===== src/rtl/sat_updown_counter.sv =====
// Saturating up/down event counter with synchronous clear.
// Holds at all-ones when an increment cannot be absorbed, and flags the lost
// event on o_sat_drop for that cycle. A simultaneous inc and dec cancel out.
module sat_updown_counter #(
   parameter int CW = 8
) (
   input  logic          i_clk,
   input  logic          i_rst,
   input  logic          i_inc,
   input  logic          i_dec,
   input  logic          i_clr,
   output logic [CW-1:0] o_count,
   output logic          o_sat_drop
);

   localparam logic [CW-1:0] CNT_MAX = '1;

   logic [CW-1:0] r_count;

   // An increment at full scale with nothing leaving is an event we cannot store.
   always_comb begin
      o_sat_drop = i_inc && !i_dec && !i_clr && (r_count == CNT_MAX);
   end

   // Count register: clear wins, then net +1 / -1 with saturation at both ends.
   always_ff @(posedge i_clk or posedge i_rst) begin
      if (i_rst) begin
         r_count <= '0;
      end else if (i_clr) begin
         r_count <= '0;
      end else if (i_inc && !i_dec) begin
         if (r_count != CNT_MAX) begin
            r_count <= r_count + 1'b1;
         end
      end else if (i_dec && !i_inc) begin
         if (r_count != '0) begin
            r_count <= r_count - 1'b1;
         end
      end
   end

   assign o_count = r_count;

endmodule


===== src/rtl/event_pacer.sv =====
// Event pacer: accepts event strobes (possibly back-to-back), queues them as a
// count, and re-issues them as single-cycle strobes spaced at least MIN_GAP
// cycles apart so a downstream strobe synchroniser never drops one.
// Reset asserts asynchronously and releases through a two-flop synchroniser.
module event_pacer #(
   parameter int MIN_GAP = 8,
   parameter int CW      = 8
) (
   input  logic          i_clk,
   input  logic          i_reset,
   input  logic          i_stb,
   input  logic          i_clear,
   output logic          o_stb,
   output logic [CW-1:0] o_pending,
   output logic          o_overflow,
   output logic          o_busy
);

   localparam int             GW       = $clog2(MIN_GAP) + 1;
   localparam logic [GW-1:0]  GAP_LOAD = GW'(MIN_GAP - 1);

   logic          r_rst_meta;
   logic          r_rst_sync;
   logic [GW-1:0] r_gap;
   logic          r_stb;
   logic          r_overflow;
   logic          w_issue;
   logic          w_inc;
   logic          w_sat_drop;
   logic [CW-1:0] w_pending;

   // Reset synchroniser: immediate assert, release aligned to i_clk.
   always_ff @(posedge i_clk or posedge i_reset) begin
      if (i_reset) begin
         r_rst_meta <= 1'b1;
         r_rst_sync <= 1'b1;
      end else begin
         r_rst_meta <= 1'b0;
         r_rst_sync <= r_rst_meta;
      end
   end

   // Issue when the spacing window has elapsed and there is something to send;
   // a clear suppresses issue and discards any same-cycle event.
   always_comb begin
      w_issue = (r_gap == '0) && !i_clear && ((w_pending != '0) || i_stb);
      w_inc   = i_stb && !i_clear;
   end

   sat_updown_counter #(
      .CW (CW)
   ) u_pending (
      .i_clk      (i_clk),
      .i_rst      (r_rst_sync),
      .i_inc      (w_inc),
      .i_dec      (w_issue),
      .i_clr      (i_clear),
      .o_count    (w_pending),
      .o_sat_drop (w_sat_drop)
   );

   // Gap timer: reloads on every issue, counts down otherwise; clear leaves it running.
   always_ff @(posedge i_clk or posedge r_rst_sync) begin
      if (r_rst_sync) begin
         r_gap <= '0;
      end else if (w_issue) begin
         r_gap <= GAP_LOAD;
      end else if (r_gap != '0) begin
         r_gap <= r_gap - 1'b1;
      end
   end

   // Registered paced strobe keeps inputs off any combinational output path.
   always_ff @(posedge i_clk or posedge r_rst_sync) begin
      if (r_rst_sync) begin
         r_stb <= 1'b0;
      end else begin
         r_stb <= w_issue;
      end
   end

   // Sticky overflow: set by a dropped event, cleared only by clear or reset.
   always_ff @(posedge i_clk or posedge r_rst_sync) begin
      if (r_rst_sync) begin
         r_overflow <= 1'b0;
      end else if (i_clear) begin
         r_overflow <= 1'b0;
      end else if (w_sat_drop) begin
         r_overflow <= 1'b1;
      end
   end

   // Busy derives only from registered state.
   always_comb begin
      o_busy = (w_pending != '0) || (r_gap != '0);
   end

   assign o_stb      = r_stb;
   assign o_pending  = w_pending;
   assign o_overflow = r_overflow;

endmodule


===== config.mk =====
export PLATFORM = sky130hd
export DESIGN_NAME = event_pacer
export DESIGN_NICKNAME = d
export VERILOG_FILES = /design/src/rtl/sat_updown_counter.sv /design/src/rtl/event_pacer.sv
export SDC_FILE = /design/constraint.sdc
export NUM_CORES = 1
export LEC_CHECK = 0
export CAP_MARGIN = 40
export CORE_MARGIN = 4
export CORE_UTILIZATION = 57
export DETAILED_ROUTE_END_ITERATION = 6
export MAX_ROUTING_LAYER = met4
export PLACE_DENSITY = 0.82
export SLEW_MARGIN = 20
export SYNTH_ARGS = -nofsm -noshare
export SYNTH_HDL_FRONTEND = slang
export SYNTH_HIERARCHICAL = 1
export SYNTH_SLANG_ARGS = --single-unit

===== constraint.sdc =====
create_clock -name i_clk -period 2.7 [get_ports i_clk]
set_clock_uncertainty 0.15 [all_clocks]
set_input_delay 0.54 -clock i_clk [delete_from_list [all_inputs] [get_ports i_clk]]
set_output_delay 0.54 -clock i_clk [all_outputs]
set_load 0.005 [all_outputs]

==> flow_metrics.env, run 1 <==
export IMPL_io_buffers=14
export IMPL_postCtsSetupBuffers=12
export IMPL_synth_distinct_cells=43
export IMPL_syn_num_nets=124
export IMPL_firstError="[ERROR DPL-0038] Utilization greater than 100%, impossible to legalize"
export IMPL_rows=15
export IMPL_post_dp_hpwl_um=3190
export IMPL_yosysTopAreaCell="dfrtp_1"
export IMPL_ios=15
export IMPL_htree_levels=1
export IMPL_hold_buffers=0
export IMPL_root_buffer="clkbuf_4"
export IMPL_lastStage="clock tree synthesis"
export IMPL_syn_inst=112
export IMPL_gp_congestion=0.852
export IMPL_yosysSeqAreaShare_pct=36.6
export IMPL_synthTopCellsByCount="14 x dfrtp_1, 10 x nand2_1, 8 x ha_1"
export IMPL_cts_buffers=3
export IMPL_synth_edff_count=0
export IMPL_cts_resized=15
export IMPL_start_util_pct=61.7
export IMPL_async_flop_share_pct=100
export IMPL_ys_ff_latch=16
export IMPL_synth_ff_type="dfrtp_1"
export IMPL_yosys_top_cells_area="dfrtp_1 32%, ha_1 9.1%, dfstp_2 4.8%, o31ai_1 4.1%, xnor2_1 4.0%"
export IMPL_clock_sinks=16
export IMPL_ys_warn_count=6
export IMPL_synth_most_common_cell="dfrtp_1"
export IMPL_ctsLongestPathBuffers=2
export IMPL_syn_area_um2=1100
export IMPL_syn_area_per_cell_um2=9.82
export IMPL_die_height_um=51.9
export IMPL_die_w_um=51.9
export IMPL_synth_top_area_share_pct=31.9
export IMPL_run_status="did not finish"
export IMPL_dpl_cell_count=189
[logic make-up after synthesis]
group / after synthesis / synth area share (%)
buffers and inverters: 9 / 3.87
flip-flops: 16 / 36.6
XOR/XNOR: 9 / 7.17
adder cells (fa/ha/maj): 9 / 10.1
multiplexers: 2 / 2.39
other: 1 / 0.341
AO/OA/AOI/OAI: 24 / 17.6
AND/OR/NAND/NOR: 42 / 21.8
[stage by stage]
stage / setup TNS, ns / util (%) / worst slack, ns / cell area [um^2]
3_5_place_dp: -3.56 / 90.9 / -0.619 / 1620
3_3_place_gp: -1.88 / 90.9 / -0.437 / 1620
2_1_floorplan: -0.750 / - / -0.407 / 1170
==> run 2, diff against run 1 <==
CORE_AREA = 4 4 65 67   (was unset)
CORE_MARGIN = unset   (was 4)
CORE_UTILIZATION = unset   (was 57)
DIE_AREA = 0 0 69 71   (was unset)
MAX_ROUTING_LAYER = unset   (was met4)
PLACE_DENSITY = unset   (was 0.82)
PLACE_DENSITY_LB_ADDON = 0.15   (was unset)
==> flow_metrics.env, run 2 <==
export IMPL_run_status="finished, violations left"
export IMPL_violations="setup timing"
export IMPL_grt_max_degree=10
export IMPL_worstPathArrival_ns=3.03
export IMPL_period_share_pct=112
export IMPL_yosysSeqAreaShare_pct=36.6
export IMPL_syn_area_per_cell_um2=9.82
export IMPL_via_count=1051
export IMPL_ys_warn_count=6
export IMPL_io_buffers=14
export IMPL_max_freq_mhz=331
export IMPL_required_ns=2.71
export IMPL_min_path_type="flop to async pin"
export IMPL_ios=15
export IMPL_clock_sinks=16
export IMPL_drtAntennaViolNets=0
export IMPL_syn_num_nets=124
export IMPL_synth_top_area_share_pct=31.9
export IMPL_fin_tns_setup_ns=-0.883
export IMPL_met1_usage_pct=15.4
export IMPL_slew_violations=0
export IMPL_cpPeakStageDelay_ns=0.56
export IMPL_start_util_pct=30.3
export IMPL_antenna_found_initial=0
export IMPL_globalRouteOverflowTotal=0
export IMPL_crit_path_cell_trace="or4_4 > nor3_4 > nor2_2 > nand2b_4 > ha_4 > a21o_1 > a21o_1 > a221oi_4 > mux2_4 > o221ai_2"
export IMPL_clk_pin_slew_ns=0.06
export IMPL_cts_tree="built"
export IMPL_crit_type="flop to flop"
export IMPL_yosys_top_cells_area="dfrtp_1 32%, ha_1 9.1%, dfstp_2 4.8%, o31ai_1 4.1%, xnor2_1 4.0%"
export IMPL_die_height_um=71
export IMPL_synthTopCellsByCount="14 x dfrtp_1, 10 x nand2_1, 8 x ha_1"
export IMPL_synth_edff_count=0
export IMPL_use_met2_pct=21.8
export IMPL_htree_levels=1
export IMPL_diodes=0
export IMPL_drc=0
export IMPL_critical_path_top_delay_family="simple AND/OR/NAND/NOR gates"
export IMPL_clock_latency_ns=0.24
export IMPL_hold_viol_final=0
export IMPL_finalNetCount=187
export IMPL_async_flop_share_pct=100
export IMPL_drt_iter0_drc=37
export IMPL_syn_area_um2=1100
export IMPL_final_cell_mix="45 x buf_4, 13 x clkdlybuf4s50_1, 13 x dfrtp_1, 10 x nand2_1"
export IMPL_area_delta_synth_final_pct=62.9
export IMPL_maxCapViolCount=0
export IMPL_grt_pass1_vias=1102
export IMPL_endpoint_kind="flop"
export IMPL_final_common_cell="buf_4"
export IMPL_coreArea_um2=3630
export IMPL_place_ws_ns=-0.543
export IMPL_root_buffer="clkbuf_8"
export IMPL_grt_usage_pct=12.5
export IMPL_largest_reg_flops=8
export IMPL_power_density_nw_per_um2=1070
export IMPL_fin_crit_ns=3.02
export IMPL_synth_distinct_cells=43
export IMPL_cts_buffers=3
export IMPL_first_pass_iters=4
export IMPL_gp_congestion=0.837
export IMPL_syn_inst=112
export IMPL_setup_viol=5
export IMPL_wl_per_cell_um=12.9
export IMPL_post_dp_hpwl_um=2290
export IMPL_synth_ff_type="dfrtp_1"
export IMPL_die_w_um=69
export IMPL_hold_buffers=0
export IMPL_routed_via_density=4.73
export IMPL_start_kind="flop"
export IMPL_ys_ff_latch=16
export IMPL_dieArea_um2=4900
export IMPL_yosysTopAreaCell="dfrtp_1"
export IMPL_cp_slowest_cell="or4_4"
export IMPL_critPathMaxFanout=5
export IMPL_rsz0062_at_grt="true"
export IMPL_ctsLongestPathBuffers=2
export IMPL_path_buf_inv=0
export IMPL_drive_gt1_share_pct=43.1
export IMPL_routed_wl_um=2860
export IMPL_grt_util_met3_pct=3.27
export IMPL_p_leak_uw=0.000818
export IMPL_top_usage_layer="met2"
export IMPL_crit_top_cell="a21o_1"
export IMPL_synth_most_common_cell="dfrtp_1"
export IMPL_rows=22
export IMPL_ir_worst_vdd_v=0.000470
export IMPL_fin_ws_ns=-0.318
export IMPL_grt_pass1_wl_um=5020
run 2: cell counts after synthesis:
No cell type changed its count.
run 2: logic make-up after synthesis:
logic type                 share of synthesized area, %
and+or+nand+nor                                    21.8
AOI/OAI and AO/OA                                  17.6
DFF                                                36.6
adders and majority gates                          10.1
xor gates and xnor gates                           7.17
buffers and inverters                              3.87
muxes                                              2.39
other                                             0.341
run 2: power by group:
part	internal (uW)	switching, uW	total (uW)	leakage (uW)
Combinational	769	565	1330	0.000591
Sequential	324	43.2	367	0.000198
Clock	129	78.3	207	0.0000288
run 2: final cells by class:
| cell class | count | area [um^2] |
|---|---|---|
| clock buffers | 4 | 55.1 |
| fillers | 361 | 1840 |
| inverters | 6 | 22.5 |
| multi-input cells | 88 | 761 |
| flip-flops and latches | 16 | 404 |
| well taps | 48 | 60.1 |
| repair buffers | 60 | 489 |
run 2: metal layers:
metal / vias to the layer above / wire (um)
met3: 2 / 74
met5: - / 0
met1: 512 / 1310
li1: 525 / -
met2: 12 / 1460
met4: 0 / 19
run 2: repair_timing:
item,in CTS,in global routing
hold endpoints to repair,0,0
gates resized for setup,4,5
pin swaps,4,2
setup endpoints to repair,9,9
gates cloned,1,0
setup buffers,3,1
run 2: worst paths after layout:
check,start,to,slack [ns],depth (start not counted)
setup / recovery,u_pending/o_count[0],u_pending/o_count[7],-0.32,10
hold / removal,r_rst_sync,o_overflow,0.04,1
setup reg to reg,u_pending/o_count[0],u_pending/o_count[7],-0.32,10
hold reg to reg,r_rst_sync,o_overflow,0.04,1
max in group asynchronous,i_reset,r_rst_sync,1.91,2
min in group i_clk,r_rst_meta,r_rst_sync,0.21,0
run 2: metrics by stage:
stage	instance area, um^2	power [uW]	util, %	hold slack, ns	std cells
after floorplan	1170	1070	-	-0.00689	112
after global placement	1660	1620	45.6	0.0300	213
after detailed placement	1660	1640	45.6	0.0491	213
after CTS	1760	1900	48.3	0.0554	221
after global routing	1790	2070	49.3	0.0749	222
final	1790	1910	49.3	0.0359	222
Note: power is estimated with default switching activity, not from simulation.
==> run 3, diff against run 2 <==
PLACE_DENSITY = 0.56   (was unset)
PLACE_DENSITY_LB_ADDON = unset   (was 0.15)
==> flow_metrics.env, run 3 (synthesis gave the netlist of run 2 again) <==
export IMPL_run_status="finished, violations left"
export IMPL_violations="setup timing"
export IMPL_required_ns=2.72
export IMPL_clk_pin_slew_ns=0.06
export IMPL_ios=15
export IMPL_grt_pass1_vias=1069
export IMPL_start_util_pct=30.3
export IMPL_via_count=1074
export IMPL_final_common_cell="buf_4"
export IMPL_setup_viol=6
export IMPL_drive_gt1_share_pct=46.6
export IMPL_clock_sinks=16
export IMPL_ir_worst_vdd_v=0.000444
export IMPL_ctsLongestPathBuffers=2
export IMPL_grt_pass1_wl_um=4690
export IMPL_cts_buffers=3
export IMPL_fin_tns_setup_ns=-1.09
export IMPL_power_density_nw_per_um2=1070
export IMPL_finalNetCount=189
export IMPL_gp_congestion=0.807
export IMPL_largest_reg_flops=8
export IMPL_root_buffer="clkbuf_8"
export IMPL_fin_crit_ns=3.03
export IMPL_critPathMaxFanout=5
export IMPL_drtAntennaViolNets=0
export IMPL_max_freq_mhz=330
export IMPL_cts_tree="built"
export IMPL_period_share_pct=112
export IMPL_grt_usage_pct=11.8
export IMPL_area_delta_synth_final_pct=67.8
export IMPL_dieArea_um2=4900
export IMPL_antenna_found_initial=0
export IMPL_die_w_um=69
export IMPL_post_dp_hpwl_um=2230
export IMPL_final_cell_mix="44 x buf_4, 13 x clkdlybuf4s50_1, 13 x dfrtp_1, 10 x nand2_1, 6 x inv_1"
export IMPL_r2r_end="u_pending/o_count[7]"
export IMPL_min_path_type="flop to async pin"
export IMPL_crit_type="flop to flop"
export IMPL_rows=22
export IMPL_worstPathArrival_ns=3.05
export IMPL_wl_per_cell_um=13.0
export IMPL_grt_max_degree=14
export IMPL_rr_startpoint="u_pending/o_count[5]"
export IMPL_routed_via_density=4.79
export IMPL_post_route_util_pct=50.8
export IMPL_htree_levels=1
export IMPL_diodes=0
export IMPL_start_kind="flop"
export IMPL_io_buffers=14
export IMPL_drt_iter0_drc=33
export IMPL_globalRouteOverflowTotal=0
export IMPL_regToRegSetupSlack_ns=-0.33
export IMPL_routed_wl_um=2900
export IMPL_maxCapViolCount=0
export IMPL_fin_ws_ns=-0.332
export IMPL_die_height_um=71
export IMPL_drc=0
export IMPL_reg2reg_depth=10
export IMPL_endpoint_kind="flop"
export IMPL_slew_violations=0
export IMPL_p_leak_uw=0.000832
export IMPL_clock_latency_ns=0.25
export IMPL_first_pass_iters=4
export IMPL_rsz0062_at_grt="true"
export IMPL_report_power_total_uw=1970
export IMPL_hold_viol_final=0
export IMPL_coreArea_um2=3630
-- run 3: through the flow --
stage	area, um^2	hold WS (ns)	std cells	setup slack, ns
2_1_floorplan	1170	-0.00689	112	-0.407
3_3_place_gp	1660	0.0291	213	-0.485
3_5_place_dp	1660	0.0465	213	-0.565
4_1_cts	1770	0.0513	223	-0.351
5_1_grt	1850	0.0579	224	-0.465
6_report	1850	0.0236	224	-0.332
-- run 3: worst max-delay path by stage --
stage / from / end / slack, ns / depth (start not counted)
floorplan: u_pending/o_count[6] / u_pending/o_count[7] / -0.41 / 11
global placement: i_stb / u_pending/o_count[6] / -0.48 / 11
detailed placement: i_stb / u_pending/o_count[6] / -0.57 / 11
CTS: u_pending/o_count[2] / u_pending/o_count[7] / -0.35 / 10
global route: u_pending/o_count[5] / u_pending/o_count[7] / -0.46 / 10
finish: u_pending/o_count[5] / u_pending/o_count[7] / -0.33 / 10
-- run 3: where the power goes --
part / switching (uW) / internal (uW)
registers: 42.5 / 324
logic: 588 / 811
clock network: 77.3 / 129
total: 708 / 1260
-- run 3: final cells by class --
type,instances,area (um^2)
clock buffers,4,55.1
fillers,346,1790
inverters,6,22.5
multi-input cells,88,793
flip-flops and latches,16,404
well taps,48,60.1
repair buffers,62,510
-- run 3: repair_timing --
action                                  in CTS  in global routing
endpoints found under the setup margin       7                  9
pin swaps                                    4                 10
buffers inserted                             5                  2
hold buffers                                 0                  0
resized for setup                            4                 14
cloned                                       1                  0
-- run 3: layer usage --
metal / share of wire, % / global-route usage (%)
met1: 44 / 14.0
met2: 52 / 20.0
met3: 3.4 / 3.41
met4: 0.65 / 4.34
met5: 0 / 0
-- run 3: worst max-delay path, stage by stage (launching register included) --
cell and delay [ns]:
dfrtp_1 0.38, or4_4 0.57, nor3_4 0.22, nor2_2 0.07
nand2b_4 0.19, buf_4 0.17, ha_4 0.21, a21o_1 0.21
a221oi_4 0.29, mux2_4 0.33, o221ai_2 0.15
==> run 4, diff against run 3 <==
clock period = 3.25 ns   (was 2.7 ns; I/O delays follow)
==> flow_metrics.env, run 4 (synthesis gave the netlist of run 2 again) <==
export IMPL_endpoint_kind="flop"
export IMPL_rsz0062_at_grt="true"
export IMPL_ios=15
export IMPL_rr_startpoint="u_pending/o_count[5]"
export IMPL_finalNetCount=166
export IMPL_final_common_cell="buf_4"
export IMPL_gp_congestion=0.808
export IMPL_globalRouteOverflowTotal=0
export IMPL_clk_pin_slew_ns=0.07
export IMPL_ctsLongestPathBuffers=2
export IMPL_grt_pass1_wl_um=4450
export IMPL_first_pass_iters=4
export IMPL_maxCapViolCount=0
export IMPL_reg2reg_depth=10
export IMPL_drive_gt1_share_pct=29.4
export IMPL_start_util_pct=30.3
export IMPL_routed_via_density=4.86
export IMPL_diodes=0
export IMPL_period_share_pct=97.3
export IMPL_clock_sinks=16
export IMPL_required_ns=3.27
export IMPL_die_w_um=69
export IMPL_worstPathArrival_ns=3.18
export IMPL_die_height_um=71
export IMPL_hold_buffers=0
export IMPL_rows=22
export IMPL_fin_ws_ns=0.0885
export IMPL_grt_usage_pct=11.4
export IMPL_dieArea_um2=4900
export IMPL_via_count=977
export IMPL_cts_tree="built"
export IMPL_report_power_total_uw=1390
export IMPL_grt_max_degree=14
export IMPL_area_delta_synth_final_pct=42.1
export IMPL_ff_latch_area_um2=403
export IMPL_drt_iter0_drc=25
export IMPL_hold_viol_final=0
export IMPL_routed_wl_um=2640
export IMPL_antenna_found_initial=0
export IMPL_multi_input_area_um2=687
export IMPL_place_ws_ns=-0.139
export IMPL_max_freq_mhz=316
export IMPL_r2r_end="u_pending/o_count[7]"
export IMPL_grt_pass1_vias=976
export IMPL_power_density_nw_per_um2=888
export IMPL_clock_latency_ns=0.25
export IMPL_drc=0
export IMPL_critPathMaxFanout=5
export IMPL_run_status="finished clean"
export IMPL_num_fill_cells=382
export IMPL_cts_buffers=3
export IMPL_setup_viol=0
export IMPL_start_kind="flop"
export IMPL_slew_violations=0
export IMPL_drtAntennaViolNets=0
export IMPL_root_buffer="clkbuf_8"
export IMPL_regToRegSetupSlack_ns=0.09
export IMPL_p_leak_uw=0.000698
export IMPL_coreArea_um2=3630
export IMPL_largest_reg_flops=8
export IMPL_min_path_type="flop to async pin"
export IMPL_htree_levels=1
export IMPL_fin_crit_ns=3.16
export IMPL_post_dp_hpwl_um=2060
export IMPL_ir_worst_vdd_v=0.000264
export IMPL_crit_type="flop to flop"
export IMPL_io_buffers=14
export IMPL_final_cell_mix="26 x buf_4, 14 x clkdlybuf4s50_1, 14 x dfrtp_1, 10 x nand2_1, 7 x ha_1"
export IMPL_wl_per_cell_um=13.2
export IMPL_whs_ns=0.0270
-- run 4: cell types whose count changed in the layout (fill, tap and decap cells not counted), sizes merged --
cell | before | now
buf | 48 | 26
clkbuf | 5 | 4
clkdlybuf4s50 | 13 | 14
nand2b | 5 | 4
-- run 4: repair_timing --
item                       CTS  global route
hold endpoints to repair     0             0
gates resized for setup      0             3
setup buffers                0             1
setup endpoints to repair    0             2
-- run 4: how the worst max path moves through the flow --
| stage | from | to | slack, ns | cells after the start |
|---|---|---|---|---|
| final | u_pending/o_count[5] | u_pending/o_count[7] | 0.09 | 10 |
| after global routing | u_pending/o_count[5] | u_pending/o_count[6] | -0.02 | 12 |
| after CTS | u_pending/o_count[5] | u_pending/o_count[7] | 0.05 | 10 |
| after detailed placement | i_stb | u_pending/o_count[7] | -0.14 | 10 |
| after global placement | i_stb | u_pending/o_count[7] | -0.07 | 10 |
| after floorplan | u_pending/o_count[5] | u_pending/o_count[7] | 0.003 | 11 |
-- run 4: metal layers --
layer / wire length (um) / part of all wire [%] / vias up / GRT usage (%)
met1: 1190 / 45 / 461 / 13.8
met4: 46 / 1.7 / 0 / 5.21
met5: 0 / 0 / - / 0
met3: 90 / 3.4 / 6 / 1.70
li1: - / - / 488 / -
met2: 1320 / 50 / 22 / 19.9
-- run 4: cell type report --
type | instances | share of cell area [%]
multi-input combinational | 87 | 44.0
sequential | 16 | 25.8
timing repair buffer | 40 | 21.5
tap | 48 | 3.84
clock buffer | 4 | 3.52
inverter | 6 | 1.44
-- run 4: critical path, cell delays in order (launching register included) --
cell and delay (ns):
dfrtp_1 0.38, or4_4 0.57, nor3_2 0.20, nor2_1 0.09
nand2b_4 0.18, buf_4 0.16, ha_1 0.31, a21o_1 0.24
a221oi_4 0.31, mux2_4 0.33, o221ai_2 0.16
-- run 4: metrics by stage --
| stage | util, % | instances | area, um^2 | setup TNS, ns |
|---|---|---|---|---|
| after CTS | 42.1 | 200 | 1530 | 0 |
| after floorplan | - | 112 | 1110 | 0 |
| after global placement | 40.6 | 196 | 1480 | -0.0722 |
| after global routing | 43.0 | 201 | 1560 | -0.0411 |
| final | 43.0 | 201 | 1560 | 0 |
| after detailed placement | 40.6 | 196 | 1480 | -0.150 |
-- run 4: power by group --
group	leakage (uW)	switching [uW]	internal, uW
logic	0.000470	396	488
registers	0.000200	54.8	268
clock network	0.0000288	73.9	108
